### src/rtl/div_pkg.sv
// Shared constants for the repeated-subtraction divider: default width and FSM encoding.
package div_pkg;

  localparam int DEF_WIDTH = 16;

  typedef enum logic [2:0] {
    S_IDLE = 3'b000,
    S_LDA  = 3'b001,
    S_LDB  = 3'b010,
    S_SUB  = 3'b011,
    S_DONE = 3'b100
  } state_e;

endpackage

### src/rtl/div_datapath.sv
// Remainder/divisor/quotient registers with the guarded subtractor and >= comparator.
module div_datapath
  import div_pkg::*;
#(
  parameter int WIDTH = DEF_WIDTH
) (
  input  logic             clk,
  input  logic             rst,
  input  logic [WIDTH-1:0] i_data,
  input  logic             i_ld_r,
  input  logic             i_ld_d,
  input  logic             i_clr_q,
  input  logic             i_set_q,
  input  logic             i_step,
  output logic             o_ge,
  output logic             o_din_zero,
  output logic [WIDTH-1:0] o_quotient,
  output logic [WIDTH-1:0] o_remainder
);

  localparam logic [WIDTH-1:0] ONE = {{(WIDTH-1){1'b0}}, 1'b1};

  logic [WIDTH-1:0] r_rem;
  logic [WIDTH-1:0] r_div;
  logic [WIDTH-1:0] r_quo;
  logic [WIDTH-1:0] w_diff;

  // Subtraction result is only used when o_ge holds, so it never underflows.
  assign w_diff     = r_rem - r_div;
  assign o_ge       = (r_rem >= r_div);
  assign o_din_zero = (i_data == '0);

  always_ff @(posedge clk or posedge rst) begin
    if (rst) begin
      r_rem <= '0;
      r_div <= '0;
      r_quo <= '0;
    end else begin
      if (i_ld_r)      r_rem <= i_data;
      else if (i_step) r_rem <= w_diff;

      if (i_ld_d) r_div <= i_data;

      if (i_set_q)      r_quo <= '1;
      else if (i_clr_q) r_quo <= '0;
      else if (i_step)  r_quo <= r_quo + ONE;
    end
  end

  assign o_quotient  = r_quo;
  assign o_remainder = r_rem;

endmodule

### src/rtl/div_repeated_sub.sv
// Unsigned repeated-subtraction divider: operands loaded over two cycles on data_in,
// one subtraction per cycle, level done flag with held result.
module div_repeated_sub
  import div_pkg::*;
#(
  parameter int WIDTH = DEF_WIDTH
) (
  input  logic             clk,
  input  logic             rst,
  input  logic             start,
  input  logic [WIDTH-1:0] data_in,
  output logic [WIDTH-1:0] quotient,
  output logic [WIDTH-1:0] remainder,
  output logic             busy,
  output logic             done,
  output logic             div_by_zero
);

  state_e r_state;
  logic   r_busy;
  logic   r_done;
  logic   r_dbz;

  logic   w_ld_r;
  logic   w_ld_d;
  logic   w_clr_q;
  logic   w_set_q;
  logic   w_step;
  logic   w_ge;
  logic   w_din_zero;

  assign w_ld_r  = (r_state == S_LDA);
  assign w_ld_d  = (r_state == S_LDB);
  assign w_clr_q = (r_state == S_LDB);
  assign w_set_q = (r_state == S_LDB) && w_din_zero;
  assign w_step  = (r_state == S_SUB) && w_ge;

  div_datapath #(.WIDTH(WIDTH)) u_dp (
    .clk         (clk),
    .rst         (rst),
    .i_data      (data_in),
    .i_ld_r      (w_ld_r),
    .i_ld_d      (w_ld_d),
    .i_clr_q     (w_clr_q),
    .i_set_q     (w_set_q),
    .i_step      (w_step),
    .o_ge        (w_ge),
    .o_din_zero  (w_din_zero),
    .o_quotient  (quotient),
    .o_remainder (remainder)
  );

  // busy/done are registered alongside the state so they track it exactly.
  always_ff @(posedge clk or posedge rst) begin
    if (rst) begin
      r_state <= S_IDLE;
      r_busy  <= 1'b0;
      r_done  <= 1'b0;
      r_dbz   <= 1'b0;
    end else begin
      case (r_state)
        S_IDLE: begin
          if (start) begin
            r_state <= S_LDA;
            r_busy  <= 1'b1;
          end
        end
        S_LDA: r_state <= S_LDB;
        S_LDB: begin
          if (w_din_zero) begin
            r_state <= S_DONE;
            r_busy  <= 1'b0;
            r_done  <= 1'b1;
            r_dbz   <= 1'b1;
          end else begin
            r_state <= S_SUB;
          end
        end
        S_SUB: begin
          if (!w_ge) begin
            r_state <= S_DONE;
            r_busy  <= 1'b0;
            r_done  <= 1'b1;
          end
        end
        S_DONE: begin
          if (start) begin
            r_state <= S_LDA;
            r_busy  <= 1'b1;
            r_done  <= 1'b0;
            r_dbz   <= 1'b0;
          end
        end
        default: begin
          r_state <= S_IDLE;
          r_busy  <= 1'b0;
          r_done  <= 1'b0;
          r_dbz   <= 1'b0;
        end
      endcase
    end
  end

  assign busy        = r_busy;
  assign done        = r_done;
  assign div_by_zero = r_dbz;

endmodule

### config.mk
export PLATFORM = sky130hd
export DESIGN_NAME = div_repeated_sub
export DESIGN_NICKNAME = d
export VERILOG_FILES = /design/src/rtl/div_pkg.sv /design/src/rtl/div_datapath.sv /design/src/rtl/div_repeated_sub.sv
export SDC_FILE = /design/constraint.sdc
export NUM_CORES = 1
export LEC_CHECK = 0
export BUFFER_PORTS_ARGS = -buffer_cell sky130_fd_sc_hd__buf_2
export CORE_ASPECT_RATIO = 2
export CORE_MARGIN = 1.5
export CORE_UTILIZATION = 30
export DETAILED_ROUTE_END_ITERATION = 6
export PLACE_DENSITY_LB_ADDON = 0.2
export SLEW_MARGIN = 15
export SYNTH_ARGS = -nofsm -noshare
export SYNTH_HDL_FRONTEND = slang
export SYNTH_HIERARCHICAL = 1
export SYNTH_SLANG_ARGS = --single-unit
### constraint.sdc
create_clock -name clk -period 4.6 [get_ports clk]
set_input_delay 1.38 -clock clk [delete_from_list [all_inputs] [get_ports clk]]
set_output_delay 1.38 -clock clk [all_outputs]
set_load 0.01 [all_outputs]
; Word-level counts from Yosys, hierarchy flattened
; Cells that the tools add are included.
[classes]
addsub = 2
magnitude_cmp = 1
n_eq_ne = 8
n_mux = 18
bitwise_logic = 3
n_reduce_logical = 13
[ops]
columns = operator, count
row1 = two-way mux 16 bit, 5
row2 = "adder 16 x 1 -> 16 bit, second input constant", 1
row3 = >= comparator 16 bit, 1
row4 = logical NOT 16 bit, 1
row5 = subtractor 16 bit, 1
row6 = one-hot mux 3 bit (4 select lines), 1
row7 = two-way mux 3 bit, 3
row8 = one-hot mux 1 bit (4 select lines), 2
row9 = AND reduction 4 bit, 2
row10 = "equality test 3 x 2 -> 1 bit, second input constant", 2
row11 = two-way mux 1 bit, 6
row12 = "inequality test 2 bit, second input constant", 3
row13 = OR reduction 2 bit, 2
row14 = "equality test 3 x 1 -> 1 bit, second input constant", 1
row15 = "equality test 3 bit, second input constant", 1
row16 = logical NOT 3 bit, 1
row17 = inverter 1 bit, 3
row18 = one-hot mux 1 bit (3 select lines), 1
row19 = AND reduction 3 bit, 1
row20 = nonzero test 3 bit, 1
row21 = OR reduction 3 bit, 1
row22 = logical AND 1 bit, 2
row23 = "inequality test 2 x 1 -> 1 bit, second input constant", 1
row24 = AND reduction 2 bit, 1
row25 = nonzero test 2 bit, 1
[word_totals]
register_bits = 54
out_inout_bits = 35
word_cells = 52

; Logic depth before layout (Yosys ltp)
[logic_depth]
depth_word = 5
depth_mapped = 16
ltp_nobuf = 16

; Hierarchy
; The synthesis kept the hierarchy.
[modules_own_cells]
columns = mod, instances, cells_each, area_each_um2
row1 = div_datapath, 1, 313, 2901.5
row2 = div_repeated_sub, 1, 33, 301.5

; Least setup slack after synthesis
; OpenSTA, ideal clock, no wires.
[synth_timing]
path_kind = reg-to-reg
from = reg u_dp.r_rem[0] (netlist: u_dp/o_remainder[0])
to = reg u_dp.r_quo[1] (netlist: u_dp/o_quotient[1])
setup_ns = 0.132
arrival_ns = 3.250
path_slack_ns = 1.218
path_stages_with_launch = 16
cell_sequence = dfrtp_1 inv_1 ha_1 fa_1 nor2b_1 o2111ai_1 a31oi_1 a221o_1 a21oi_2 o31a_1 o21ai_1 and4b_1 clkbuf_1 clkbuf_1 mux2i_1 o21bai_1
[synth_between]
elab_chain_cells = 3
[synth_lines]
columns = item, line
row1 = start: declaration, div_datapath.sv:23  ; logic [WIDTH-1:0] r_rem;
row2 = start signal: assignment, div_datapath.sv:39  ; if (i_ld_r) r_rem <= i_data;
row3 = start signal: assignment, div_datapath.sv:40  ; else if (i_step) r_rem <= w_diff;
row4 = >= comparator 16 bit, div_datapath.sv:30  ; assign o_ge = (r_rem >= r_div);
row5 = named net w_ge, div_repeated_sub.sv:29  ; logic w_ge;
row6 = logical AND 1 bit, div_repeated_sub.sv:36  ; assign w_step = (r_state == S_SUB) && w_ge;
row7 = named net w_step, div_repeated_sub.sv:28  ; logic w_step;
row8 = nonzero test 3 bit (no source line), -
row9 = end signal: assignment, div_datapath.sv:46  ; else if (i_step) r_quo <= r_quo + ONE;
row10 = end: declaration, div_datapath.sv:25  ; logic [WIDTH-1:0] r_quo;
; The timed path passes the listed nets, and every way through them passes these cells.
; A chain may end at the register's enable or synchronous reset.

; Final worst setup path
[layout_timing]
from = reg u_dp.r_rem[0] (netlist: u_dp/o_remainder[0])
to = reg u_dp.r_quo[9] (netlist: u_dp/o_quotient[9])
; Same word-level chain as after synthesis.

==> flow_metrics.tcl <==
set metrics [dict create \
    tns_ns 0 \
    path_buf_inv 2 \
    drv_slew 0 \
    antenna_found_initial 0 \
    pre_cts_ws_ns 0.941 \
    track_usage_pct 15.8 \
    critical_path.cell_chain "inv_1, ha_1, fa_1, nor2b_1, o2111ai_1, a31oi_1, a221o_1, a21oi_2, o31a_1, o21ai_1, and4b_1, buf_4, nand4_1, nor4_1, xnor2_1, o21bai_1" \
    grt_pass1_vias 2807 \
    grt-ovfl-total 0 \
    synth_common_cells "dfrtp_1, nand2_1, o21ai_0, inv_1" \
    synth_area_per_cell_um2 9.26 \
    synth_top_cell_by_area "dfrtp_1" \
    routed_via_density 5.03 \
    path_class "reg -> reg" \
    netlist_area_um2 3200 \
    synth-seq-cells 54 \
    grt_setup_unrepaired "no" \
    clock_latency_ns 0.29 \
    initial_core_util_pct 30.6 \
    vdd_drop_max_mv 0.299 \
    cts_max_level 2 \
    synthSimpleGateAreaFrac_pct 14.6 \
    cp_data_required_time_ns 4.77 \
    synthCells 346 \
    rows 53 \
    synthFlopType "dfrtp_1" \
    remaining_drc_errors 0 \
    cts_hold_buf 0 \
    synthTopCellsByArea "dfrtp_1, ha_1, nand2_1" \
    fin_ws_ns 0.952 \
    core_region_area_um2 10500 \
    wire_per_inst_um 16.0 \
    ant_nets 0 \
    dieWidth_um 76.1 \
    dp_hpwl_mm 6.28 \
    synth-adder-area-share_pct 7.27 \
    synth_edf_count 0 \
    cpPeakStageDelay_ns 0.41 \
    muxShareOfSynthArea_pct 2.54 \
    power.total_w 0.00301 \
    endpoint_kind "flop" \
    postCtsSetupBuffers 0 \
    p_per_area_nw_per_um2 787 \
    wl_mm 8.57 \
    drive_gt1_share_pct 18.6 \
    worst_slew_pin_slew_ns 0.909 \
    slew_headroom_pct 39.4 \
    yosysSeqAreaShare_pct 42.2 \
    crit_fanout 15 \
    cts_root_buf "clkbuf_16" \
    dpl.cell_count 527 \
    critical_path_arrival_ns 3.81 \
    status "completed" \
    cp_top_family "compound AO/OA/AOI/OAI gates" \
    synthMostInstantiatedCell "dfrtp_1" \
    cts_sinks 54 \
    timing.final.crit_period_ns 3.65 \
    synth.net_count 383 \
    diodes 0 \
    synth_top_family_by_area "compound AO/OA/AOI/OAI gates" \
    hp-class "reg -> reg" \
    synth_xor_area_share_pct 7.93 \
    hold_viol 0 \
    die_area_um2 11300 \
    drv_cap 0 \
    crit_path_top_delay_cell "fa_1" \
    setup_viol 0 \
    dr.first_iter.drc_count 128 \
    portBuffers 53 \
    vias 2693 \
    synth-compound-area-share_pct 20.7 \
    grt_pass1_wl_mm 14.0 \
    dieHeight_um 149 \
    max_freq_mhz 274 \
    startpoint_type "flop" \
    post-route-util_pct 36.5 \
    ios 54 \
    fin_crit_sh_pct 79.3 \
    place_congestion 0.864 \
    cts_resized 0 \
    power.leakage_nw 1.76 \
    synth_cell_types 46 \
    numCtsBuffers 5 \
    fin_nets 434 \
    cts.clk_slew.worst_paths_ns 0.07 \
    clockBufferDepth 2 \
    syn_to_final_growth_pct 19.3 \
    drt_pass1_iterations 4 \
    fin_cells 535 \
    yosys_warnings 6 \
    cts_tree "yes" \
    synth_top_area_share_pct 42.2 \
    grt_max_degree 50 \
    async_reset_ff_share_pct 100 \
    fin_skew_ns 0.00368 \
]
## layer usage
| metal | up-vias | global-route usage (%) | routed length, um |
|---|---|---|---|
| met3 | 16 | 2.69 | 291 |
| met4 | 0 | 7.50 | 277 |
| met5 | - | 0 | 0 |
| met1 | 1316 | 15.1 | 3140 |
| met2 | 52 | 31.8 | 4850 |
| li1 | 1309 | - | - |
## kinds of logic (layout without fill, tap and decap cells)
family | after synthesis | after routing
multiplexers | 8 | 8
buffers and inverters | 41 | 93
XOR/XNOR | 29 | 29
flip-flops | 54 | 54
adder cells (fa/ha/maj) | 18 | 18
AND/OR/NAND/NOR | 95 | 95
AO/OA/AOI/OAI | 101 | 101
## worst paths after layout
| kind | endpoint | slack [ns] | from | cells past startpoint |
|---|---|---|---|---|
| min in group asynchronous | done$_DFFE_PP0P_ | 1.01 | rst | 2 |
| worst max-delay path | u_dp/o_quotient[9]$_DFFE_PP0P_ | 0.95 | u_dp/o_remainder[0]$_DFFE_PP0P_ | 16 |
| max in group asynchronous | u_dp/o_quotient[9]$_DFFE_PP0P_ | 2.80 | rst | 2 |
| worst min register to register | u_dp/r_div[6]$_DFFE_PP0P_ | 0.53 | u_dp/r_div[6]$_DFFE_PP0P_ | 2 |
| worst min-delay path | u_dp/r_div[6]$_DFFE_PP0P_ | 0.53 | u_dp/r_div[6]$_DFFE_PP0P_ | 2 |
| worst max register to register | u_dp/o_quotient[9]$_DFFE_PP0P_ | 0.95 | u_dp/o_remainder[0]$_DFFE_PP0P_ | 16 |
## area by class of cell
cell class / count / area, um^2
well taps: 137 / 171
clock inverters: 2 / 60.1
clock buffers: 6 / 139
inverters: 29 / 110
repair buffers: 56 / 288
multi-input cells: 251 / 1700
flip-flops and latches: 54 / 1350
fillers: 1160 / 6660
## report_power, final
group | internal (W) | switching (W) | leakage (nW) | total, W
Clock | 0.000327 | 0.000175 | 0.0971 | 0.000502
Sequential | 0.000645 | 0.000116 | 0.685 | 0.000762
Combinational | 0.000745 | 0.00100 | 0.979 | 0.00175
## metrics by stage
step | hold WS, ns | instance area, um^2
2_1_floorplan | 0.485 | 3200
3_3_place_gp | 0.490 | 3620
3_5_place_dp | 0.506 | 3620
4_1_cts | 0.523 | 3820
5_1_grt | 0.560 | 3820
6_report | 0.526 | 3820
## flip-flops by register name, indices dropped and copies added (netlist names)
register / cells
done: 1
busy: 1
u_dp/o_remainder: 16
u_dp/r_div: 16
r_state: 3
div_by_zero: 1
u_dp/o_quotient: 16
## worst register-to-register path: stages, from the launching register on
cell and delay (ns):
dfrtp_1 0.38, inv_1 0.06, ha_1 0.22, fa_1 0.41, nor2b_1 0.18, o2111ai_1 0.14
a31oi_1 0.30, a221o_1 0.24, a21oi_2 0.07, o31a_1 0.12, o21ai_1 0.16, and4b_1 0.24
buf_4 0.22, nand4_1 0.19, nor4_1 0.37, xnor2_1 0.16, o21bai_1 0.07
## cell usage in the layout, fill, tap and decap left out, types with 7 or more instances in the layout
cell      instances
inv_1            26
nor2b_1           7
dfrtp_1          54
xor2_1           11
a21oi_1          13
o21bai_1         18
a21o_1            8
buf_2            53
o21ai_0          29
xnor2_1          18
ha_1             17
nand2_1          44
mux2i_1           7
nor2_1           12
Power figures use the tool's default switching activity.
